<file path="config.mk">
export PLATFORM = sky130hd
export DESIGN_NAME = ps2_host_cmd_ctrl
export DESIGN_NICKNAME = d
export VERILOG_FILES = /design/src/rtl/ps2_pkg.sv /design/src/rtl/ps2_line_sync.sv /design/src/rtl/ps2_host_cmd_ctrl.sv
export SDC_FILE = /design/constraint.sdc
export NUM_CORES = 1
export LEC_CHECK = 0
export CORE_ASPECT_RATIO = 2
export CORE_MARGIN = 2
export CORE_UTILIZATION = 35
export DETAILED_ROUTE_END_ITERATION = 10
export GPL_TIMING_DRIVEN = 0
export PLACE_DENSITY = 0.56
export REMOVE_ABC_BUFFERS = 1
export SLEW_MARGIN = 20
export SYNTH_ARGS = -nofsm -noshare
export SYNTH_HDL_FRONTEND = slang
export SYNTH_SLANG_ARGS = --single-unit
export TNS_END_PERCENT = 100
</file>
<file path="constraint.sdc">
create_clock -name clk -period 3.4 [get_ports clk]
set_input_delay 0.51 -clock clk [delete_from_list [all_inputs] [get_ports clk]]
set_output_delay 0.51 -clock clk [all_outputs]
set_load 0.01 [all_outputs]
</file>
<file path="src/rtl/ps2_pkg.sv">
// Shared PS/2 definitions: controller states, protocol byte values and error codes.
package ps2_pkg;

    typedef enum logic [2:0] {
        IDLE,
        INHIBIT,
        START,
        SEND,
        LINEACK,
        WAIT_RESP,
        DONE,
        ERR
    } ps2_state_e;

    localparam logic [7:0] PS2_ACK       = 8'hFA;
    localparam logic [7:0] PS2_RESEND    = 8'hFE;
    localparam logic [7:0] PS2_CMD_LEDS  = 8'hED;
    localparam logic [7:0] PS2_CMD_RESET = 8'hFF;

    localparam logic [1:0] ERR_NONE  = 2'd0;
    localparam logic [1:0] ERR_EDGE  = 2'd1;
    localparam logic [1:0] ERR_RESP  = 2'd2;
    localparam logic [1:0] ERR_RETRY = 2'd3;

    // PS/2 frames carry odd parity: data ones plus parity bit is always odd.
    function automatic logic odd_parity(input logic [7:0] b);
        return ~^b;
    endfunction

endpackage

</file>
<file path="src/rtl/ps2_line_sync.sv">
// Synchronizes the raw PS/2 clock/data lines and flags device clock falling edges.
module ps2_line_sync (
    input  logic clk,
    input  logic rst_n,
    input  logic ps2_clk_i,
    input  logic ps2_data_i,
    output logic data_sync,
    output logic clk_fall
);

    logic [1:0] clk_meta_q;
    logic [1:0] data_meta_q;
    logic       clk_prev_q;

    // Idle PS/2 lines float high, so the pipeline resets to 1 to avoid a false edge.
    always_ff @(posedge clk or negedge rst_n) begin
        if (!rst_n) begin
            clk_meta_q  <= 2'b11;
            data_meta_q <= 2'b11;
            clk_prev_q  <= 1'b1;
        end else begin
            clk_meta_q  <= {clk_meta_q[0], ps2_clk_i};
            data_meta_q <= {data_meta_q[0], ps2_data_i};
            clk_prev_q  <= clk_meta_q[1];
        end
    end

    assign data_sync = data_meta_q[1];
    assign clk_fall  = clk_prev_q & ~clk_meta_q[1];

endmodule

</file>
<file path="src/rtl/ps2_host_cmd_ctrl.sv">
// PS/2 host-to-device command sequencer: inhibit, RTS, host frame, line-ACK,
// device response with resend handling, optional argument byte.
//
// state     | meaning
// ----------+---------------------------------------------------------------
// IDLE      | lines released, receiver enabled, waiting for a command
// INHIBIT   | clock held low, receiver gated off
// START     | clock and data held low (request-to-send / start bit)
// SEND      | clock released, device clocks data bits, parity and stop
// LINEACK   | waiting for the 11th falling edge with data pulled low by device
// WAIT_RESP | receiver enabled, waiting for 0xFA / 0xFE from the device
// DONE      | one-cycle completion pulse
// ERR       | one-cycle error pulse, err_code latched
module ps2_host_cmd_ctrl
    import ps2_pkg::*;
#(
    parameter int unsigned INHIBIT_CYCLES    = 5000,
    parameter int unsigned START_HOLD_CYCLES = 50,
    parameter int unsigned EDGE_TIMEOUT      = 1000000,
    parameter int unsigned RESP_TIMEOUT      = 1000000,
    parameter int unsigned MAX_RETRY         = 3
) (
    input  logic       clk,
    input  logic       rst_n,
    input  logic       cmd_valid,
    output logic       cmd_ready,
    input  logic [7:0] cmd_byte,
    input  logic       cmd_has_arg,
    input  logic [7:0] cmd_arg,
    input  logic       ps2_clk_i,
    input  logic       ps2_data_i,
    output logic       ps2_clk_oe,
    output logic       ps2_data_oe,
    input  logic       rx_valid,
    input  logic [7:0] rx_byte,
    output logic       rx_en,
    output logic       done,
    output logic       err,
    output logic [1:0] err_code
);

    localparam logic [31:0] INHIBIT_LOAD = 32'(INHIBIT_CYCLES - 1);
    localparam logic [31:0] HOLD_LOAD    = 32'(START_HOLD_CYCLES - 1);
    localparam logic [31:0] EDGE_LOAD    = 32'(EDGE_TIMEOUT);
    localparam logic [31:0] RESP_LOAD    = 32'(RESP_TIMEOUT);
    localparam logic [7:0]  RETRY_LIMIT  = 8'(MAX_RETRY);

    ps2_state_e  state_q, state_d;
    logic [31:0] timer_q, timer_d;
    logic [3:0]  edge_cnt_q, edge_cnt_d;
    logic [7:0]  retry_q, retry_d;
    logic [7:0]  cmd_q, cmd_d;
    logic [7:0]  arg_q, arg_d;
    logic        has_arg_q, has_arg_d;
    logic        arg_phase_q, arg_phase_d;
    logic        drive_low_q, drive_low_d;
    logic [1:0]  err_code_q, err_code_d;

    logic        data_sync;
    logic        clk_fall;
    logic        timer_zero;
    logic [7:0]  tx_byte;

    ps2_line_sync u_line_sync (
        .clk        (clk),
        .rst_n      (rst_n),
        .ps2_clk_i  (ps2_clk_i),
        .ps2_data_i (ps2_data_i),
        .data_sync  (data_sync),
        .clk_fall   (clk_fall)
    );

    assign timer_zero = (timer_q == 32'd0);
    assign tx_byte    = arg_phase_q ? arg_q : cmd_q;

    always_ff @(posedge clk or negedge rst_n) begin
        if (!rst_n) begin
            state_q     <= IDLE;
            timer_q     <= 32'd0;
            edge_cnt_q  <= 4'd0;
            retry_q     <= 8'd0;
            cmd_q       <= 8'd0;
            arg_q       <= 8'd0;
            has_arg_q   <= 1'b0;
            arg_phase_q <= 1'b0;
            drive_low_q <= 1'b0;
            err_code_q  <= ERR_NONE;
        end else begin
            state_q     <= state_d;
            timer_q     <= timer_d;
            edge_cnt_q  <= edge_cnt_d;
            retry_q     <= retry_d;
            cmd_q       <= cmd_d;
            arg_q       <= arg_d;
            has_arg_q   <= has_arg_d;
            arg_phase_q <= arg_phase_d;
            drive_low_q <= drive_low_d;
            err_code_q  <= err_code_d;
        end
    end

    always_comb begin
        state_d     = state_q;
        timer_d     = timer_q;
        edge_cnt_d  = edge_cnt_q;
        retry_d     = retry_q;
        cmd_d       = cmd_q;
        arg_d       = arg_q;
        has_arg_d   = has_arg_q;
        arg_phase_d = arg_phase_q;
        drive_low_d = drive_low_q;
        err_code_d  = err_code_q;

        case (state_q)
            IDLE: begin
                if (cmd_valid) begin
                    cmd_d       = cmd_byte;
                    arg_d       = cmd_arg;
                    has_arg_d   = cmd_has_arg;
                    arg_phase_d = 1'b0;
                    retry_d     = 8'd0;
                    err_code_d  = ERR_NONE;
                    timer_d     = INHIBIT_LOAD;
                    state_d     = INHIBIT;
                end
            end
            INHIBIT: begin
                if (timer_zero) begin
                    timer_d = HOLD_LOAD;
                    state_d = START;
                end else begin
                    timer_d = timer_q - 32'd1;
                end
            end
            START: begin
                if (timer_zero) begin
                    timer_d     = EDGE_LOAD;
                    edge_cnt_d  = 4'd0;
                    drive_low_d = 1'b1;
                    state_d     = SEND;
                end else begin
                    timer_d = timer_q - 32'd1;
                end
            end
            SEND: begin
                if (clk_fall) begin
                    timer_d    = EDGE_LOAD;
                    edge_cnt_d = edge_cnt_q + 4'd1;
                    if (edge_cnt_q < 4'd8) begin
                        drive_low_d = ~tx_byte[edge_cnt_q[2:0]];
                    end else if (edge_cnt_q == 4'd8) begin
                        drive_low_d = ~odd_parity(tx_byte);
                    end else begin
                        drive_low_d = 1'b0;
                        state_d     = LINEACK;
                    end
                end else if (timer_zero) begin
                    err_code_d = ERR_EDGE;
                    state_d    = ERR;
                end else begin
                    timer_d = timer_q - 32'd1;
                end
            end
            LINEACK: begin
                if (clk_fall) begin
                    if (!data_sync) begin
                        timer_d = RESP_LOAD;
                        state_d = WAIT_RESP;
                    end else begin
                        err_code_d = ERR_EDGE;
                        state_d    = ERR;
                    end
                end else if (timer_zero) begin
                    err_code_d = ERR_EDGE;
                    state_d    = ERR;
                end else begin
                    timer_d = timer_q - 32'd1;
                end
            end
            WAIT_RESP: begin
                // Bytes other than ACK/RESEND are dropped without touching the timer.
                if (rx_valid && (rx_byte == PS2_ACK)) begin
                    if (!arg_phase_q && has_arg_q) begin
                        arg_phase_d = 1'b1;
                        retry_d     = 8'd0;
                        timer_d     = INHIBIT_LOAD;
                        state_d     = INHIBIT;
                    end else begin
                        state_d = DONE;
                    end
                end else if (rx_valid && (rx_byte == PS2_RESEND)) begin
                    if (retry_q < RETRY_LIMIT) begin
                        retry_d = retry_q + 8'd1;
                        timer_d = INHIBIT_LOAD;
                        state_d = INHIBIT;
                    end else begin
                        err_code_d = ERR_RETRY;
                        state_d    = ERR;
                    end
                end else if (timer_zero) begin
                    err_code_d = ERR_RESP;
                    state_d    = ERR;
                end else begin
                    timer_d = timer_q - 32'd1;
                end
            end
            DONE:    state_d = IDLE;
            ERR:     state_d = IDLE;
            default: state_d = IDLE;
        endcase
    end

    assign cmd_ready   = (state_q == IDLE);
    assign ps2_clk_oe  = (state_q == INHIBIT) || (state_q == START);
    assign ps2_data_oe = (state_q == START) || ((state_q == SEND) && drive_low_q);
    assign rx_en       = (state_q == IDLE) || (state_q == WAIT_RESP) ||
                         (state_q == DONE) || (state_q == ERR);
    assign done        = (state_q == DONE);
    assign err         = (state_q == ERR);
    assign err_code    = err_code_q;

endmodule

</file>
; After elaboration in Yosys (flattened, before gate mapping)
; Cells that the tools add are included.
[totals]
in_bits = 31
elab_cells = 133
output_inout_bits = 8
ff_bits = 73
[op_classes]
bitwise_logic = 4
n_lt_le_gt_ge = 3
muxes = 57
n_reduce_logical = 25
n_addsub = 3
eq_ne = 28
[ops]
columns = op, n
row1 = 32-bit two-way mux, 11
row2 = 32-bit case mux with 6 select lines, 1
row3 = 8-bit two-way mux, 6
row4 = 3-bit two-way mux, 12
row5 = 32-bit logical NOT, 1
row6 = 32-bit by 1-bit subtractor with 32-bit output (second input constant), 1
row7 = 3-bit inequality test (second input constant), 8
row8 = 3-bit case mux with 7 select lines, 1
row9 = 2-bit two-way mux, 10
row10 = 8-bit equality test (second input constant), 2
row11 = 2-bit inequality test (second input constant), 8
row12 = 8-bit case mux with 2 select lines, 1
row13 = 5-bit AND reduction, 3
row14 = 3-bit equality test (second input constant), 4
row15 = 8-bit by 1-bit adder with 8-bit output (second input constant), 1
row16 = 8-bit by 2-bit less-than comparator with 1-bit output (second input constant), 1
row17 = 1-bit two-way mux, 8
row18 = 4-bit two-way mux, 2
row19 = 2-bit case mux with 4 select lines, 1
row20 = 4-bit case mux with 2 select lines, 1
row21 = 8-bit XNOR reduction, 1
row22 = 7-bit AND reduction, 1
row23 = 3-bit by 2-bit equality test with 1-bit output (second input constant), 2
row24 = 6-bit nonzero test, 1
row25 = other kinds (21), 32

; Logic depth before layout (Yosys ltp)
; Gate-level depths: netlist of run 1.
[logic_depth]
ltp_word = 7
mapped_depth = 13

; Cells and area by module
; From an unflattened synthesis of run 1, not the netlist that was laid out.
[hier_totals]
hier_cells = 470
hier_area_um2 = 4400.5
[by_module_without_submodules]
columns = module, area_per_inst_um2, cells_per_inst, seq_area_each_um2, instances
row1 = ps2_host_cmd_ctrl, 4255.3, 464, 1701.6, 1
row2 = ps2_line_sync, 145.1, 6, 131.4, 1

; Worst setup path before layout of run 1
; No wires, ideal clock.
[synth_timing]
kind = reg2reg
from = register timer_q[0]
to = register timer_q[0]
t_arrival_ns = 2.686
required_time_ns = 3.322
path_stages_with_launch = 14
period_less_slack_ns = 2.764
slack_ns = 0.636
cell_sequence = dfrtp_1 -> inv_1 -> ha_1 -> or4b_2 -> or4_4 -> nor2_4 -> inv_1 -> buf_2 -> ha_1 -> nor2_1 -> a31oi_1 -> o22ai_1 -> nor2_1 -> a21oi_1
[synth_between]
elab_chain_len = 5
elab_cells_between_ends = 10
cone_classes = 1 x add/sub / 8 x mux / 1 x reduce/logical
[synth_rtl]
columns = element, line
row1 = start: declaration, ps2_host_cmd_ctrl.sv:49  ; logic [31:0] timer_q, timer_d;
row2 = start signal: assignment, ps2_host_cmd_ctrl.sv:90  ; timer_q <= timer_d;
row3 = 32-bit by 1-bit subtractor with 32-bit output or 32-bit logical NOT (tied branches), n/a
row4 = 32-bit two-way mux, "ps2_host_cmd_ctrl.sv:157, ps2_host_cmd_ctrl.sv:173, ps2_host_cmd_ctrl.sv:200"
row5 = 32-bit two-way mux, ps2_host_cmd_ctrl.sv:191  ; end else if (rx_valid && (rx_byte == PS2_RESEND)) begin
row6 = 32-bit two-way mux, ps2_host_cmd_ctrl.sv:182  ; if (rx_valid && (rx_byte == PS2_ACK)) begin
row7 = 32-bit case mux with 6 select lines (*), ps2_host_cmd_ctrl.sv:114  ; case (state_q)
; Mark *: on every way between the ends. The rest lies on a longest branch, timed or not.
; A chain may end at the register's enable or synchronous reset.

; Final worst setup path of run 1
; Ends and elaborated chain as after synthesis.

==> flow_summary.ini, run 1 <==
[route]
ant_nets = 0
first_pass_iters = 5
drt_iter0_drc = 194
wl_per_cell_um = 18.80
dr_total_vias = 3795
routed_via_density = 5.902
finalWirelength_mm = 12.09
route.detailed.drc = 0

[critical_path]
rr_startpoint = timer_q[0]$_DFFE_PN0P_
startpoint_type = register
critPathKind = reg2reg
crit_required_ns = 3.65
rrSetupSlack_ns = 0.35
r2r-end = timer_q[0]$_DFFE_PN0P_
crit_fanout = 7
r2r_cells = 13
end_kind = register
crit_arrival_ns = 3.30

[synth]
synth-adder-area-share = 0.01998
synth-async-reset-ratio = 1.000
synth_top_area_cell = dfrtp_1
yosysWarnings = 0
synth_ff_type = dfrtp_1
muxShareOfSynthArea = 0.08107
synth_area_leaders = dfrtp_1 (39%), mux2_2 (4.6%), a21oi_1 (4.3%)
synth.avg_cell_area_um2 = 9.549
ys_ff_latch = 73
synth_top_family_by_area = simple AND/OR/NAND/NOR gates
synthCells = 459
ys_seq_area_frac = 0.4182
synth_area_mm2 = 0.004383
synth_xor_xnor_area_share = 0.03197
synth_cell_types = 65
synth_compound_area_frac = 0.1927
synth_edf_count = 0
synth_top_area_share = 0.3882
synth_simple_gate_area_frac = 0.2192

[power]
pwr_density_cell_mw_per_mm2 = 736.6
peakVddDrop_uv = 485.7
p_leak_nw = 2.127

[floorplanning]
dieArea_mm2 = 0.01349
boundaryPins = 39
die_height_um = 162.3
coreArea_mm2 = 0.01220
start_util = 0.3594
die_w_um = 83.13
fp-row-count = 57

[final_layout]
antenna_cells = 0
final_common_cell = dfrtp_1
drive_above_1_share = 0.1391
layout.nets = 529
fillers = 1184
final_cell_area_mm2 = 0.005276
fin_cells = 643
syn_to_final_growth_pct = 20.38
layout_common_cells = dfrtp_1 (68), a21oi_1 (38), clkdlybuf4s50_1 (37)

[min_path]
hold_class = in2async

[sta]
worst_pin_slew_ns = 0.8147
finalSetupViolCount = 0
rsz0062_at_grt = no
layout_min_cycle_time_ns = 3.050
fin_skew_ns = 0.007610
hold_ws_ns = 0.1083
min_period_over_period = 0.8969
drv_slew = 0
max_freq_mhz = 327.9
hold_viol = 0
relSlewSlack = 0.4532

[cts]
clk_path_buf_depth = 2
h-tree-depth = 3
cts.clk_slew.worst_paths_ns = 0.06
worst_skew_pair.late_latency_ns = 0.33
cts_root_buf = clkbuf_16
clock-sinks = 73
numCtsBuffers = 9
tritoncts = built

[placed_design]
io_buffers = 38
gp_congestion = 0.8753
placed_area_mm2 = 0.004861
dp_hpwl_mm = 8.825
dp.cells = 622

[global_routing]
grt_pass1_wl_mm = 19.96
grt_pass1_vias = 3943
grt_max_degree = 45
grt_overflow_total = 0
antenna_found_initial = 0
grtUsageTotal = 0.1878

[flow_run]
drv_cap = 0

[outcome]
status = finished clean
-- registers in the layout, summed over array words and instances (netlist names) --
signal / count
arg_phase_q: 1
arg_q: 8
cmd_q: 8
drive_low_q: 1
edge_cnt_q: 4
err_code: 2
has_arg_q: 1
retry_q: 8
state_q: 3
timer_q: 32
u_line_sync.clk_meta_q: 2
u_line_sync.clk_prev_q: 1
u_line_sync.data_meta_q: 2
-- critical path: stages, from the launching register on --
cell and delay [ns]:
dfrtp_1 0.40, inv_1 0.16, ha_1 0.17, or4b_2 0.61, or4_4 0.49, nor2_4 0.18
clkinvlp_4 0.10, buf_4 0.17, ha_1 0.19, nor2_1 0.10, a31oi_1 0.05, o22ai_1 0.15
nor2_1 0.06, a21oi_1 0.13
-- cell usage after synthesis, types with 6 or more instances --
master    count
dfrtp_1      68
nor4_1        7
nand2_1      23
inv_1        11
or3_1        16
xor2_1        8
nand2b_1      8
nand3_1      10
ha_1          7
o21ai_0      32
xnor2_1       8
a21oi_1      38
nand4_1       8
and2_1        9
mux2_2       18
and3_1        6
nor2_1       33
or4_1        14
a31oi_1       6
o31ai_1       9
nor3_1       13
clkbuf_1     17
-- how the worst max path moves through the flow --
| stage | from | slack, ns | cells after the start | endpoint |
|---|---|---|---|---|
| 3_3_place_gp | rst_n | -0.90 | 1 | cmd_q[3]$_DFFE_PN0P_ |
| 4_1_cts | retry_q[0]$_DFFE_PN0P_ | 0.22 | 7 | timer_q[31]$_DFFE_PN0P_ |
| 5_1_grt | timer_q[0]$_DFFE_PN0P_ | 0.11 | 13 | timer_q[0]$_DFFE_PN0P_ |
| 2_1_floorplan | timer_q[0]$_DFFE_PN0P_ | 0.25 | 12 | timer_q[0]$_DFFE_PN0P_ |
| 3_5_place_dp | timer_q[0]$_DFFE_PN0P_ | -0.54 | 12 | timer_q[0]$_DFFE_PN0P_ |
| 6_report | timer_q[0]$_DFFE_PN0P_ | 0.35 | 13 | timer_q[0]$_DFFE_PN0P_ |
-- report_power, final --
group	internal (mW)	switching, mW	leakage (nW)
logic	0.689	0.722	1.01
registers	1.06	0.253	0.938
clock network	0.793	0.368	0.174
total	2.54	1.34	2.13
-- layout make-up --
cell class / count / area [um^2] / share of cell area
Inverter: 12 / 48.80 / 0.009248
Clock inverter: 5 / 128.9 / 0.02443
Clock buffer: 11 / 232.7 / 0.04411
Multi-Input combinational cell: 352 / 2414 / 0.4574
Sequential cell: 73 / 1833 / 0.3474
Tap cell: 147 / 183.9 / 0.03486
Timing Repair Buffer: 43 / 435.4 / 0.08252
-- through the flow --
step / utilization / setup TNS, ns / power, mW / worst slack (ns)
4_1_cts: 0.4315 / 0 / 3.921 / 0.2176
3_3_place_gp: 0.3961 / -64.51 / 2.696 / -0.8964
5_1_grt: 0.4326 / 0 / 4.155 / 0.1085
3_5_place_dp: 0.3986 / -3.706 / 2.745 / -0.5393
2_1_floorplan: - / 0 / 2.310 / 0.2461
6_report: 0.4326 / 0 / 3.886 / 0.3505
-- logic make-up (layout without fill, tap and decap cells) --
kind of cell | Yosys count | count (layout)
compound gates | 132 | 132
mux | 27 | 27
fa+ha+maj | 7 | 7
buf+inv | 35 | 71
flops | 73 | 73
simple gates | 169 | 170
xor+xnor | 16 | 16
-- per-layer routing --
layer,up-vias,GRT usage,wire length [um]
li1,1789,-,-
met1,1866,0.1843,4313
met2,104,0.3603,6815
met3,36,0.03150,379
met4,0,0.1110,579
met5,-,0,0
-- timing repair --
item | 4_1_cts | 5_1_grt
gates resized for setup | 1 | 2
hold buffers | 0 | 0
cloned | 1 | 0
pin swaps | 1 | 0
endpoints found under the setup margin | 16 | 3
buffers inserted | 4 | 0
Note: power is estimated with default switching activity, not from simulation.
==> run 2, diff against run 1 <==
--- a/config.mk
+++ b/config.mk
@@ -6,7 +6,7 @@
 export NUM_CORES = 1
 export LEC_CHECK = 0
 export CORE_ASPECT_RATIO = 2
-export CORE_MARGIN = 2
+export CORE_MARGIN = 5
 export CORE_UTILIZATION = 35
 export DETAILED_ROUTE_END_ITERATION = 10
 export GPL_TIMING_DRIVEN = 0
==> flow_summary.ini, run 2 (synthesis results as in run 1) <==
[sta]
layout_min_cycle_time_ns = 3.087
relSlewSlack = 0.4016
fin_skew_ns = 0.006825
hold_ws_ns = 0.1070
worst_pin_slew_ns = 0.8936
finalSetupViolCount = 0
min_period_over_period = 0.9080
hold_viol = 0
rsz0062_at_grt = no
drv_slew = 0
max_freq_mhz = 323.9
fin_ws_ns = 0.3129

[route]
routed_via_density = 5.797
route.detailed.drc = 0
wl_per_cell_um = 17.28
ant_nets = 0
first_pass_iters = 5
finalWirelength_mm = 11.16
dr_total_vias = 3745
drt_iter0_drc = 342

[critical_path]
end_kind = register
crit_required_ns = 3.61
crit_arrival_ns = 3.30
crit_fanout = 12
crit_slowest_cell = and3_1
worstPathCellList = ha_1 -> or4_1 -> or4_1 -> nand3_1 -> and3_1 -> and3_1 -> a21oi_1
critPathMaxStageDelay_ns = 0.57
critPathKind = reg2reg
startpoint_type = register

[global_routing]
grt_pass1_vias = 3566
grtUsageTotal = 0.1622
grt_pass1_wl_mm = 18.92
grt_overflow_total = 0
grt_max_degree = 42
antenna_found_initial = 0

[placed_design]
placed_area_mm2 = 0.004857
dpl_worst_slack_ns = -0.5606
io_buffers = 38
dp_hpwl_mm = 7.684
gp_congestion = 0.8906

[final_layout]
layout_common_cells = dfrtp_1 (68), a21oi_1 (38), clkdlybuf4s50_1 (37)
antenna_cells = 0
largest_reg_flops = 32
syn_to_final_growth_pct = 18.27
utilization = 0.4177
regMostFlops = timer_q
final_cell_area_mm2 = 0.005184
fillers = 1196
drive_above_1_share = 0.1411
final_common_cell = dfrtp_1
layout.nets = 529

[flow_run]
drv_cap = 0

[min_path]
hold_class = in2async

[floorplanning]
start_util = 0.3532
die_height_um = 168.3
dieArea_mm2 = 0.01500
fp-row-count = 58
coreArea_mm2 = 0.01241
die_w_um = 89.13
boundaryPins = 39

[power]
p_leak_nw = 2.078
pwr_density_cell_mw_per_mm2 = 695.3
p_total_mw = 3.604
peakVddDrop_uv = 410.0

[cts]
clock-sinks = 73
tritoncts = built
numCtsBuffers = 9
worst_skew_pair.late_latency_ns = 0.35
h-tree-depth = 3
clk_path_buf_depth = 2
cts_root_buf = clkbuf_16
cts.clk_slew.worst_paths_ns = 0.06

[outcome]
status = finished clean
[run 2: cell types whose count changed in the layout (fill, tap and decap cells not counted), sizes merged]
cell / before / now
inv: 10 / 13
bufinv: 4 / 0
clkbuf: 11 / 9
clkinvlp: 1 / 4
[run 2: worst max-delay path: cells and delay by family (launching register included)]
| kind | cells | cell delay, ns |
|---|---|---|
| AO/OA/AOI/OAI | 1 | 0.09 |
| flip-flops | 1 | 0.40 |
| AND/OR/NAND/NOR | 5 | 2.24 |
| adder cells (fa/ha/maj) | 1 | 0.21 |
[run 2: final timing paths]
kind	endpoint	cells after the start	slack (ns)	startpoint
max	timer_q[13]$_DFFE_PN0P_	7	0.31	retry_q[0]$_DFFE_PN0P_
min reg2reg	u_line_sync.data_meta_q[1]$_DFF_PN1_	0	0.36	u_line_sync.data_meta_q[0]$_DFF_PN1_
max in group asynchronous	u_line_sync.clk_prev_q$_DFF_PN1_	2	2.64	rst_n
min	retry_q[3]$_DFFE_PN0P_	1	0.11	rst_n
min in group clk	u_line_sync.data_meta_q[1]$_DFF_PN1_	0	0.36	u_line_sync.data_meta_q[0]$_DFF_PN1_
max reg2reg	timer_q[13]$_DFFE_PN0P_	7	0.31	retry_q[0]$_DFFE_PN0P_
[run 2: cell type report]
class | count | area [um^2] | area share
timing repair buffer | 43 | 427.9 | 0.08255
inverter | 12 | 48.80 | 0.009413
sequential | 73 | 1833 | 0.3536
clock inverter | 7 | 53.80 | 0.01038
clock buffer | 9 | 225.2 | 0.04345
tap | 150 | 187.7 | 0.03621
multi-input combinational | 352 | 2407 | 0.4644
[run 2: repair_timing]
| item | CTS | global route |
|---|---|---|
| cloned | 1 | 0 |
| hold endpoints to repair | 0 | 0 |
| gates resized for setup | 1 | 1 |
| pin swaps | 1 | 0 |
| hold buffers | 0 | 0 |
| setup buffers | 4 | 0 |
| setup endpoints to repair | 18 | 5 |
[run 2: per-layer routing]
metal  GRT usage  vias up  wire length [um]
li1            -     1792                 -
met1      0.2328     1804              5092
met2      0.2348      130              5127
met3     0.02693       19               646
met4     0.07583        0               296
met5           0        -                 0
[run 2: where the power goes]
| group | total [mW] | internal [mW] | switching (mW) |
|---|---|---|---|
| registers | 1.31 | 1.06 | 0.249 |
| clock network | 0.904 | 0.500 | 0.404 |
| logic | 1.39 | 0.688 | 0.702 |
| total | 3.60 | 2.25 | 1.35 |
[run 2: per-stage QoR]
| step | setup TNS [ns] | std cells |
|---|---|---|
| global route | 0 | 646 |
| floorplan | 0 | 436 |
| detailed placement | -3.683 | 625 |
| global placement | -63.82 | 624 |
| CTS | 0 | 646 |
| finish | 0 | 646 |
==> run 3, diff against run 2 <==
--- a/config.mk
+++ b/config.mk
@@ -9,7 +9,6 @@
 export CORE_MARGIN = 5
 export CORE_UTILIZATION = 35
 export DETAILED_ROUTE_END_ITERATION = 10
-export GPL_TIMING_DRIVEN = 0
 export PLACE_DENSITY = 0.56
 export REMOVE_ABC_BUFFERS = 1
 export SLEW_MARGIN = 20
==> flow_summary.ini, run 3 (synthesis results as in run 1) <==
[outcome]
status = finished clean

[floorplanning]
die_height_um = 168.3
coreArea_mm2 = 0.01241
die_w_um = 89.13
dieArea_mm2 = 0.01500
boundaryPins = 39
start_util = 0.3532
fp-row-count = 58

[critical_path]
r2r-end = timer_q[3]$_DFFE_PN0P_
startpoint_type = register
critPathMaxStageDelay_ns = 0.63
crit_fanout = 15
crit_arrival_ns = 3.29
rrSetupSlack_ns = 0.37
crit_slowest_cell = or4_1
r2r_cells = 7
end_kind = register
rr_startpoint = retry_q[0]$_DFFE_PN0P_
crit_required_ns = 3.66
crit_top_cell = or4_1
worstPathCellList = ha_1 -> or4_1 -> or4_1 -> nand3_1 -> nand3_1 -> or4_1 -> a21oi_1
crit_end = timer_q[3]$_DFFE_PN0P_
setup.worst_path.start = retry_q[0]$_DFFE_PN0P_
critPathKind = reg2reg

[placed_design]
gp_congestion = 0.8304
dpl_worst_slack_ns = 0.4167
io_buffers = 38
dp_hpwl_mm = 8.016

[min_path]
hold_class = in2async

[route]
ant_nets = 0
finalWirelength_mm = 11.21
route.detailed.drc = 0
first_pass_iters = 5
wl_per_cell_um = 17.05
routed_via_density = 5.702
drt_iter0_drc = 347
dr_total_vias = 3746

[final_layout]
largest_reg_flops = 32
antenna_cells = 0
fillers = 1200
layout.nets = 540
drive_above_1_share = 0.1538
utilization = 0.4255
syn_to_final_growth_pct = 20.47
regMostFlops = timer_q
final_common_cell = dfrtp_1
layout_common_cells = dfrtp_1 (68), a21oi_1 (38), clkdlybuf4s50_1 (37)

[global_routing]
grtUsageTotal = 0.1620
grt_pass1_wl_mm = 19.04
antenna_found_initial = 0
grt_max_degree = 74
grt_pass1_vias = 3692
grt_overflow_total = 0

[sta]
finalSetupViolCount = 0
relSlewSlack = 0.3803
max_freq_mhz = 329.6
fin_skew_ns = 0.008979
hold_viol = 0
rsz0062_at_grt = no
fin_tns_setup_ns = 0
layout_min_cycle_time_ns = 3.034
min_period_over_period = 0.8923
hold_ws_ns = 0.3158
fin_ws_ns = 0.3663
drv_slew = 0
worst_pin_slew_ns = 0.9295

[power]
peakVddDrop_uv = 466.8
p_leak_nw = 2.156
pwr_density_cell_mw_per_mm2 = 715.4

[cts]
clk_path_buf_depth = 2
clock-sinks = 73
cts_setup_buffers = 0
tritoncts = built
h-tree-depth = 3
cts_root_buf = clkbuf_16
cts_hold_buf = 0
cts-resized-gates = 0
worst_skew_pair.late_latency_ns = 0.34
cts.clk_slew.worst_paths_ns = 0.06
numCtsBuffers = 9

[flow_run]
drv_cap = 0
==> run 3: final cells by class <==
class	count	area [um^2]	area share
clock buffer	10	229.0	0.04337
clock inverter	6	91.34	0.01730
inverter	12	45.04	0.008531
multi-input combinational	351	2389	0.4524
sequential	73	1833	0.3472
tap	150	187.7	0.03555
timing repair buffer	55	505.5	0.09573
==> run 3: worst min path at each step <==
stage	start	end	cells after the start
after floorplan	rst_n	arg_phase_q$_DFFE_PN0P_	0
after global placement	u_line_sync.data_meta_q[0]$_DFF_PN1_	u_line_sync.data_meta_q[1]$_DFF_PN1_	0
after detailed placement	u_line_sync.clk_meta_q[0]$_DFF_PN1_	u_line_sync.clk_meta_q[1]$_DFF_PN1_	0
after CTS	rst_n	retry_q[4]$_DFFE_PN0P_	1
after global routing	u_line_sync.clk_meta_q[0]$_DFF_PN1_	u_line_sync.clk_meta_q[1]$_DFF_PN1_	0
final	rst_n	retry_q[6]$_DFFE_PN0P_	1
==> run 3: routing by layer <==
metal | global-route usage | part of all wire | up-vias
li1 | - | - | 1820
met1 | 0.2286 | 0.46 | 1795
met2 | 0.2441 | 0.47 | 110
met3 | 0.03036 | 0.053 | 21
met4 | 0.06027 | 0.021 | 0
met5 | 0 | 0 | -
==> run 3: worst max-delay path, delay by kind of cell, from the launching register on <==
family | cells | cell delay (ns)
compound gates | 1 | 0.16
simple gates | 5 | 2.18
fa+ha+maj | 1 | 0.21
flops | 1 | 0.40
==> run 3: power breakdown <==
| part | internal (mW) | switching (mW) | total, mW |
|---|---|---|---|
| registers | 1.06 | 0.228 | 1.29 |
| clock network | 0.646 | 0.376 | 1.02 |
| logic | 0.740 | 0.725 | 1.46 |
| total | 2.45 | 1.33 | 3.78 |
==> run 3: metrics by stage <==
stage,instances,power [mW],cell area [um^2]
finish,657,3.777,5280
global route,657,4.059,5280
CTS,657,3.822,5280
detailed placement,641,2.773,4960
global placement,641,2.763,4960
floorplan,436,2.310,4267
